$ cat src/rtl/dmem_arbiter_if.sv
// Bus interfaces for the data-memory arbiter: one requester-side interface
// (used once for the core, once for the debug/loader) and the RAM-side interface.

interface dmem_req_if #(
    parameter int AW = 32,
    parameter int DW = 32
);
    logic          req;
    logic          we;
    logic [AW-1:0] addr;
    logic [DW-1:0] wdata;
    logic [3:0]    wmask;
    logic [DW-1:0] rdata;
    logic          done;

    modport master (output req, we, addr, wdata, wmask, input rdata, done);
    modport slave  (input req, we, addr, wdata, wmask, output rdata, done);
endinterface

interface dmem_mem_if #(
    parameter int AW = 32,
    parameter int DW = 32
);
    logic          en;
    logic          we;
    logic [AW-1:0] addr;
    logic [DW-1:0] wdata;
    logic [3:0]    wmask;
    logic [DW-1:0] rdata;

    modport master (output en, we, addr, wdata, wmask, input rdata);
    modport slave  (input en, we, addr, wdata, wmask, output rdata);
endinterface

$ cat src/rtl/dmem_arbiter.sv
// Shares one data-memory port between the core and a debug/loader master.
// Build option DMEM_ARB_DBG_PRIORITY_EN: debug gets fixed priority instead of round-robin.

module dmem_arbiter #(
    parameter int AW      = 32,
    parameter int DW      = 32,
    parameter int MEM_LAT = 1
) (
    input  logic       clk,
    input  logic       reset,
    dmem_req_if.slave  core,
    dmem_req_if.slave  dbg,
    dmem_mem_if.master mem,
    output logic       core_stall
);

    typedef enum logic [1:0] {
        S_IDLE,
        S_ACCESS,
        S_WAIT
    } state_t;

    // WAIT runs MEM_LAT cycles, so the counter starts one below the latency.
    localparam logic [3:0] LAT_M1 = (MEM_LAT > 0) ? 4'(MEM_LAT - 1) : 4'd0;

    state_t        state_q;
    logic [3:0]    cnt_q;
    logic          win_dbg_q;
    logic          m_en_q;
    logic          m_we_q;
    logic [AW-1:0] m_addr_q;
    logic [DW-1:0] m_wdata_q;
    logic [3:0]    m_wmask_q;
    logic          c_done_q;
    logic          d_done_q;
    logic [DW-1:0] c_rdata_q;
    logic [DW-1:0] d_rdata_q;

    logic          c_elig;
    logic          d_elig;
    logic          pick_dbg;
    logic [DW-1:0] cap_data;

    // A request whose done is high this cycle is already complete; do not re-grant it.
    assign c_elig = core.req & ~c_done_q;
    assign d_elig = dbg.req & ~d_done_q;

`ifdef DMEM_ARB_DBG_PRIORITY_EN
    assign pick_dbg = d_elig;
`else
    logic last_dbg_q;
    assign pick_dbg = d_elig & (~c_elig | ~last_dbg_q);
`endif

    assign cap_data = m_we_q ? '0 : mem.rdata;

    always_ff @(posedge clk) begin
        if (reset) begin
            state_q   <= S_IDLE;
            cnt_q     <= '0;
            win_dbg_q <= 1'b0;
            m_en_q    <= 1'b0;
            m_we_q    <= 1'b0;
            m_addr_q  <= '0;
            m_wdata_q <= '0;
            m_wmask_q <= '0;
            c_done_q  <= 1'b0;
            d_done_q  <= 1'b0;
            c_rdata_q <= '0;
            d_rdata_q <= '0;
`ifndef DMEM_ARB_DBG_PRIORITY_EN
            last_dbg_q <= 1'b1;
`endif
        end else begin
            m_en_q   <= 1'b0;
            c_done_q <= 1'b0;
            d_done_q <= 1'b0;
            case (state_q)
                S_IDLE: begin
                    if (c_elig | d_elig) begin
                        win_dbg_q <= pick_dbg;
                        m_en_q    <= 1'b1;
                        m_we_q    <= pick_dbg ? dbg.we    : core.we;
                        m_addr_q  <= pick_dbg ? dbg.addr  : core.addr;
                        m_wdata_q <= pick_dbg ? dbg.wdata : core.wdata;
                        m_wmask_q <= pick_dbg ? dbg.wmask : core.wmask;
`ifndef DMEM_ARB_DBG_PRIORITY_EN
                        last_dbg_q <= pick_dbg;
`endif
                        state_q   <= S_ACCESS;
                    end
                end
                S_ACCESS: begin
                    if (MEM_LAT == 0) begin
                        // Combinational RAM: data is already valid while m_en is high.
                        if (win_dbg_q) begin
                            d_rdata_q <= cap_data;
                            d_done_q  <= 1'b1;
                        end else begin
                            c_rdata_q <= cap_data;
                            c_done_q  <= 1'b1;
                        end
                        state_q <= S_IDLE;
                    end else begin
                        cnt_q   <= LAT_M1;
                        state_q <= S_WAIT;
                    end
                end
                S_WAIT: begin
                    if (cnt_q == 4'd0) begin
                        if (win_dbg_q) begin
                            d_rdata_q <= cap_data;
                            d_done_q  <= 1'b1;
                        end else begin
                            c_rdata_q <= cap_data;
                            c_done_q  <= 1'b1;
                        end
                        state_q <= S_IDLE;
                    end else begin
                        cnt_q <= cnt_q - 4'd1;
                    end
                end
                default: state_q <= S_IDLE;
            endcase
        end
    end

    assign mem.en    = m_en_q;
    assign mem.we    = m_we_q;
    assign mem.addr  = m_addr_q;
    assign mem.wdata = m_wdata_q;
    assign mem.wmask = m_wmask_q;

    assign core.rdata = c_rdata_q;
    assign core.done  = c_done_q;
    assign dbg.rdata  = d_rdata_q;
    assign dbg.done   = d_done_q;

    assign core_stall = core.req & ~c_done_q;

endmodule
$ cat src/flat_wrapper.sv
// flat-port wrapper written by rule: the top's interface ports become plain ports
module dmem_arbiter_flat 
#(
    parameter int AW      = 32,
    parameter int DW      = 32,
    parameter int MEM_LAT = 1
)
  (clk, reset, core_stall, core_req, core_we, core_addr, core_wdata, core_wmask, core_rdata, core_done, dbg_req, dbg_we, dbg_addr, dbg_wdata, dbg_wmask, dbg_rdata, dbg_done, mem_en, mem_we, mem_addr, mem_wdata, mem_wmask, mem_rdata);
  dmem_req_if #(.AW(AW), .DW(DW)) core_i ();
  dmem_req_if #(.AW(AW), .DW(DW)) dbg_i ();
  dmem_mem_if #(.AW(AW), .DW(DW)) mem_i ();
  input  logic clk;
  input  logic reset;
  output logic core_stall;
  input wire logic [$bits(core_i.req)-1:0] core_req;
  input wire logic [$bits(core_i.we)-1:0] core_we;
  input wire logic [$bits(core_i.addr)-1:0] core_addr;
  input wire logic [$bits(core_i.wdata)-1:0] core_wdata;
  input wire logic [$bits(core_i.wmask)-1:0] core_wmask;
  output wire logic [$bits(core_i.rdata)-1:0] core_rdata;
  output wire logic [$bits(core_i.done)-1:0] core_done;
  input wire logic [$bits(dbg_i.req)-1:0] dbg_req;
  input wire logic [$bits(dbg_i.we)-1:0] dbg_we;
  input wire logic [$bits(dbg_i.addr)-1:0] dbg_addr;
  input wire logic [$bits(dbg_i.wdata)-1:0] dbg_wdata;
  input wire logic [$bits(dbg_i.wmask)-1:0] dbg_wmask;
  output wire logic [$bits(dbg_i.rdata)-1:0] dbg_rdata;
  output wire logic [$bits(dbg_i.done)-1:0] dbg_done;
  output wire logic [$bits(mem_i.en)-1:0] mem_en;
  output wire logic [$bits(mem_i.we)-1:0] mem_we;
  output wire logic [$bits(mem_i.addr)-1:0] mem_addr;
  output wire logic [$bits(mem_i.wdata)-1:0] mem_wdata;
  output wire logic [$bits(mem_i.wmask)-1:0] mem_wmask;
  input wire logic [$bits(mem_i.rdata)-1:0] mem_rdata;
  assign core_i.req = core_req;
  assign core_i.we = core_we;
  assign core_i.addr = core_addr;
  assign core_i.wdata = core_wdata;
  assign core_i.wmask = core_wmask;
  assign core_rdata = core_i.rdata;
  assign core_done = core_i.done;
  assign dbg_i.req = dbg_req;
  assign dbg_i.we = dbg_we;
  assign dbg_i.addr = dbg_addr;
  assign dbg_i.wdata = dbg_wdata;
  assign dbg_i.wmask = dbg_wmask;
  assign dbg_rdata = dbg_i.rdata;
  assign dbg_done = dbg_i.done;
  assign mem_en = mem_i.en;
  assign mem_we = mem_i.we;
  assign mem_addr = mem_i.addr;
  assign mem_wdata = mem_i.wdata;
  assign mem_wmask = mem_i.wmask;
  assign mem_i.rdata = mem_rdata;
  dmem_arbiter #(.AW(AW), .DW(DW), .MEM_LAT(MEM_LAT)) u_core (.clk(clk), .reset(reset), .core(core_i), .dbg(dbg_i), .mem(mem_i), .core_stall(core_stall));
endmodule
$ cat config.mk
export PLATFORM = sky130hd
export DESIGN_NAME = dmem_arbiter_flat
export DESIGN_NICKNAME = d
export VERILOG_FILES = /design/src/rtl/dmem_arbiter_if.sv /design/src/rtl/dmem_arbiter.sv /design/src/flat_wrapper.sv
export SDC_FILE = /design/constraint.sdc
export NUM_CORES = 1
export LEC_CHECK = 0
export ABC_CLOCK_PERIOD_IN_PS = 1700
export CAP_MARGIN = 20
export CELL_PAD_IN_SITES_DETAIL_PLACEMENT = 0
export CELL_PAD_IN_SITES_GLOBAL_PLACEMENT = 1
export CORE_MARGIN = 2
export CORE_UTILIZATION = 25
export CTS_CLUSTER_DIAMETER = 150
export DETAILED_ROUTE_END_ITERATION = 8
export PLACE_DENSITY = 0.85
export SLEW_MARGIN = 10
export SYNTH_ARGS = -nofsm -noshare
export SYNTH_HDL_FRONTEND = slang
export SYNTH_SLANG_ARGS = --single-unit
$ cat constraint.sdc
create_clock -name clk -period 1.7 [get_ports clk]
set_clock_uncertainty 0.15 [all_clocks]
set_input_delay 0.255 -clock clk [delete_from_list [all_inputs] [get_ports clk]]
set_output_delay 0.255 -clock clk [all_outputs]
set_load 0.005 [all_outputs]
==> impl_metrics.toml <==
[run_status]
status = "finished, violations left"
failed_checks = "setup timing"

[sta]
worst_slew_pin_slew_ns = 0.365
setup_viol = 24
fmax_ghz = 0.574
period_needed_ns = 1.74
slew_violations = 0
finalCritPeriodShare = 1.03
hold_viol = 0
rsz0062_at_grt = "true"
layout_setup_ws_ns = -0.0429
relSlewSlack = 0.756

[placement]
gp_congestion = 0.779
port_buffers = 310
dp_hpwl_um = 14700
place_inst = 1360
place_ws_ns = -0.400

[floorplan]
fp-row-count = 56
design.portCount = 311
die_area_mm2 = 0.0252
die_width_um = 159
core-area_mm2 = 0.0235
start_util = 0.255
die_y_um = 159

[routing]
detail-route-antenna-nets = 0
drt_iter0_drc = 368
post_drt_wl_per_cell_um = 16.1
post_drt_via_cell_ratio = 4.63
route.vias.total = 6490
wirelength_um = 22600
drc = 0
firstDrtPassIters = 6

[grt]
grt_pass1_wl_um = 33400
grt_usage = 0.166
grt_overflow = 0
grt_max_degree = 67
grt_pass1_vias = 6139
antenna_found_initial = 0

[logic_synthesis]
synthTopCellsByArea = "dfxtp_1 (48%), nand2_1 (13%), a21oi_1 (12%)"
netlist_instances = 764
synth_seq_cells = 144
yosysTopAreaCell = "dfxtp_1"
syn_area_mm2 = 0.00599
synth-compound-area-share = 0.212
yosysSeqAreaShare = 0.482
yosys.cell_types.count = 33
synth_warnings = 0
synthXorXnorAreaFrac = 0
synth_fp_nets = 939
syn_area_per_cell_um2 = 7.83
synth_simple_gate_area_share = 0.237
synth.area.mux_share = 0
synth_top_family_by_area = "simple AND/OR/NAND/NOR gates"
synth_adder_area_share = 0.00209
yosys.area.top_type_share = 0.482

[cells_and_area]
drive_gt1_frac = 0.165
fillers = 2319
n_antenna_cell = 0
final_common_cell = "clkdlybuf4s50_1"
area_growth_pct = 79.1
final_nets = 1246
mostFrequentLayoutCells = "clkdlybuf4s50_1 (195), nand2_1 (186), dfxtp_1 (116)"
fin_cells = 1403

[setup_path]
worstSetupStartpointType = "flop"
worstReg2RegEnd = "u_core.mem.wdata[25]"
cp-end-kind = "flop"
max_stage_delay_ns = 0.32
required_ns = 1.89
r2r_slack_ns = -0.04
r2r_start = "u_core.dbg.done"
worstRegToRegCells = 7
crit_type = "reg -> reg"
crit_fanout = 10
cp.arrival_ns = 1.93
cp_common_cell = "buf_6"
crit_path_top_delay_cell = "dfxtp_2"
crit_chain = "and2b_2 > buf_6 > o21ai_4 > buf_6 > clkbuf_16 > a21oi_1 > a211oi_1"

[clocking]
clk_pin_slew_worst_paths_ns = 0.06
h-tree-depth = 4
clk_latency_ns = 0.42
cts_root_buffer = "clkbuf_16"
cts_sinks = 144
cts_buffers = 17
cts_buffer_depth = 2
cts_tree = "built"

[power_and_ir_drop]
power.leakage_nw = 5.09
peakVddDrop_mv = 0.664
cellPowerDensity_mw_per_mm2 = 907

[hold_path]
min_path_type = "in -> reg"
holdPathEnd = "u_core.state_q[1]"
holdCritStartpoint = "reset"
holdPathStages = 2

[job]
maxCapViolCount = 0
worst max path at each step:
stage	start	endpoint	slack, ns	depth (start not counted)
final	u_core.dbg.done	u_core.mem.wdata[25]	-0.04	7
after global placement	dbg_req	u_core.mem.we	-0.34	7
after CTS	u_core.dbg.done	u_core.mem.wdata[5]	-0.03	7
after floorplan	u_core.cnt_q[0]	u_core.dbg.rdata[10]	0.04	8
after detailed placement	core_req	u_core.mem.addr[8]	-0.40	7
after global routing	u_core.dbg.done	u_core.mem.addr[15]	-0.09	7
Yosys cell counts:
cell type / number
nand2_1: 203
dfxtp_1: 144
a21oi_1: 140
nor2_1: 79
a211oi_1: 69
clkbuf_1: 26
buf_4: 24
nor2b_1: 23
and2b_1: 11
buf_2: 9
buf_6: 6
inv_1: 3
nand2b_1: 3
nor3_1: 3
and2_1: 2
o32ai_1: 2
a31oi_1: 1
and3b_1: 1
and4bb_4: 1
buf_1: 1
ha_1: 1
nand3_1: 1
nand3b_1: 1
nand3b_2: 1
nand4b_1: 1
nor3b_1: 1
nor4b_1: 1
o21a_1: 1
o21ai_0: 1
o21ai_1: 1
o22ai_1: 1
or2_2: 1
or4_1: 1
power by group:
group	internal (W)	switching (W)
sequential	0.00364	0.000132
clock	0.00210	0.00165
combinational	0.00117	0.00103
cells by family after synthesis:
group           after synthesis
compound gates              216
flops                       144
buf+inv                      69
simple gates                334
fa+ha+maj                     1
cell type report:
type	instances	area, um^2	area share
Tap cell	319	399	0.0372
Inverter	3	11.3	0.00105
Timing Repair Buffer	354	3780	0.353
Multi-Input combinational cell	551	3030	0.282
Sequential cell	144	2920	0.272
Clock buffer	18	439	0.0410
Clock inverter	14	145	0.0135
repair_timing:
action | 4_1_cts | 5_1_grt
gates resized for setup | 77 | 155
cloned | 1 | 7
pin swaps | 6 | 48
setup endpoints to repair | 132 | 170
buffers inserted | 3 | 1
hold buffers | 0 | 0
routing by layer:
metal / up-vias / part of all wire / global-route usage
met1: 3036 / 0.41 / 0.192
li1: 3173 / - / -
met4: 0 / 0.018 / 0.0550
met5: - / 0 / 0
met2: 256 / 0.48 / 0.279
met3: 25 / 0.088 / 0.0656
critical path: cells and delay by family, from the launching register on:
kind                   cells  cell delay, ns
buffers and inverters      3            0.46
AO/OA/AOI/OAI              3            0.47
flip-flops                 1            0.32
AND/OR/NAND/NOR            1            0.27
flip-flops by register name (all words and copies together) (netlist names):
register	cells
u_core.dbg.done	1
u_core.core.rdata	32
u_core.mem.wdata	32
u_core.dbg.rdata	32
u_core.cnt_q	4
u_core.win_dbg_q	1
u_core.state_q	2
u_core.mem.wmask	4
u_core.core.done	1
u_core.mem.addr	32
u_core.mem.we	1
u_core.mem.en	1
u_core.last_dbg_q	1
through the flow:
stage	utilization	TNS [ns]	hold WS [ns]	power, W	instance area, um^2
after floorplan	-	0	0.246	0.00474	5990
after global placement	0.405	-22.23	0.292	0.00595	9520
after detailed placement	0.405	-24.59	0.296	0.00596	9520
after CTS	0.430	-0.595	0.0142	0.00973	10100
after global routing	0.457	-4.88	0.0297	0.0102	10700
final	0.457	-0.469	0.0428	0.00972	10700
Note: power is estimated with default switching activity, not from simulation.
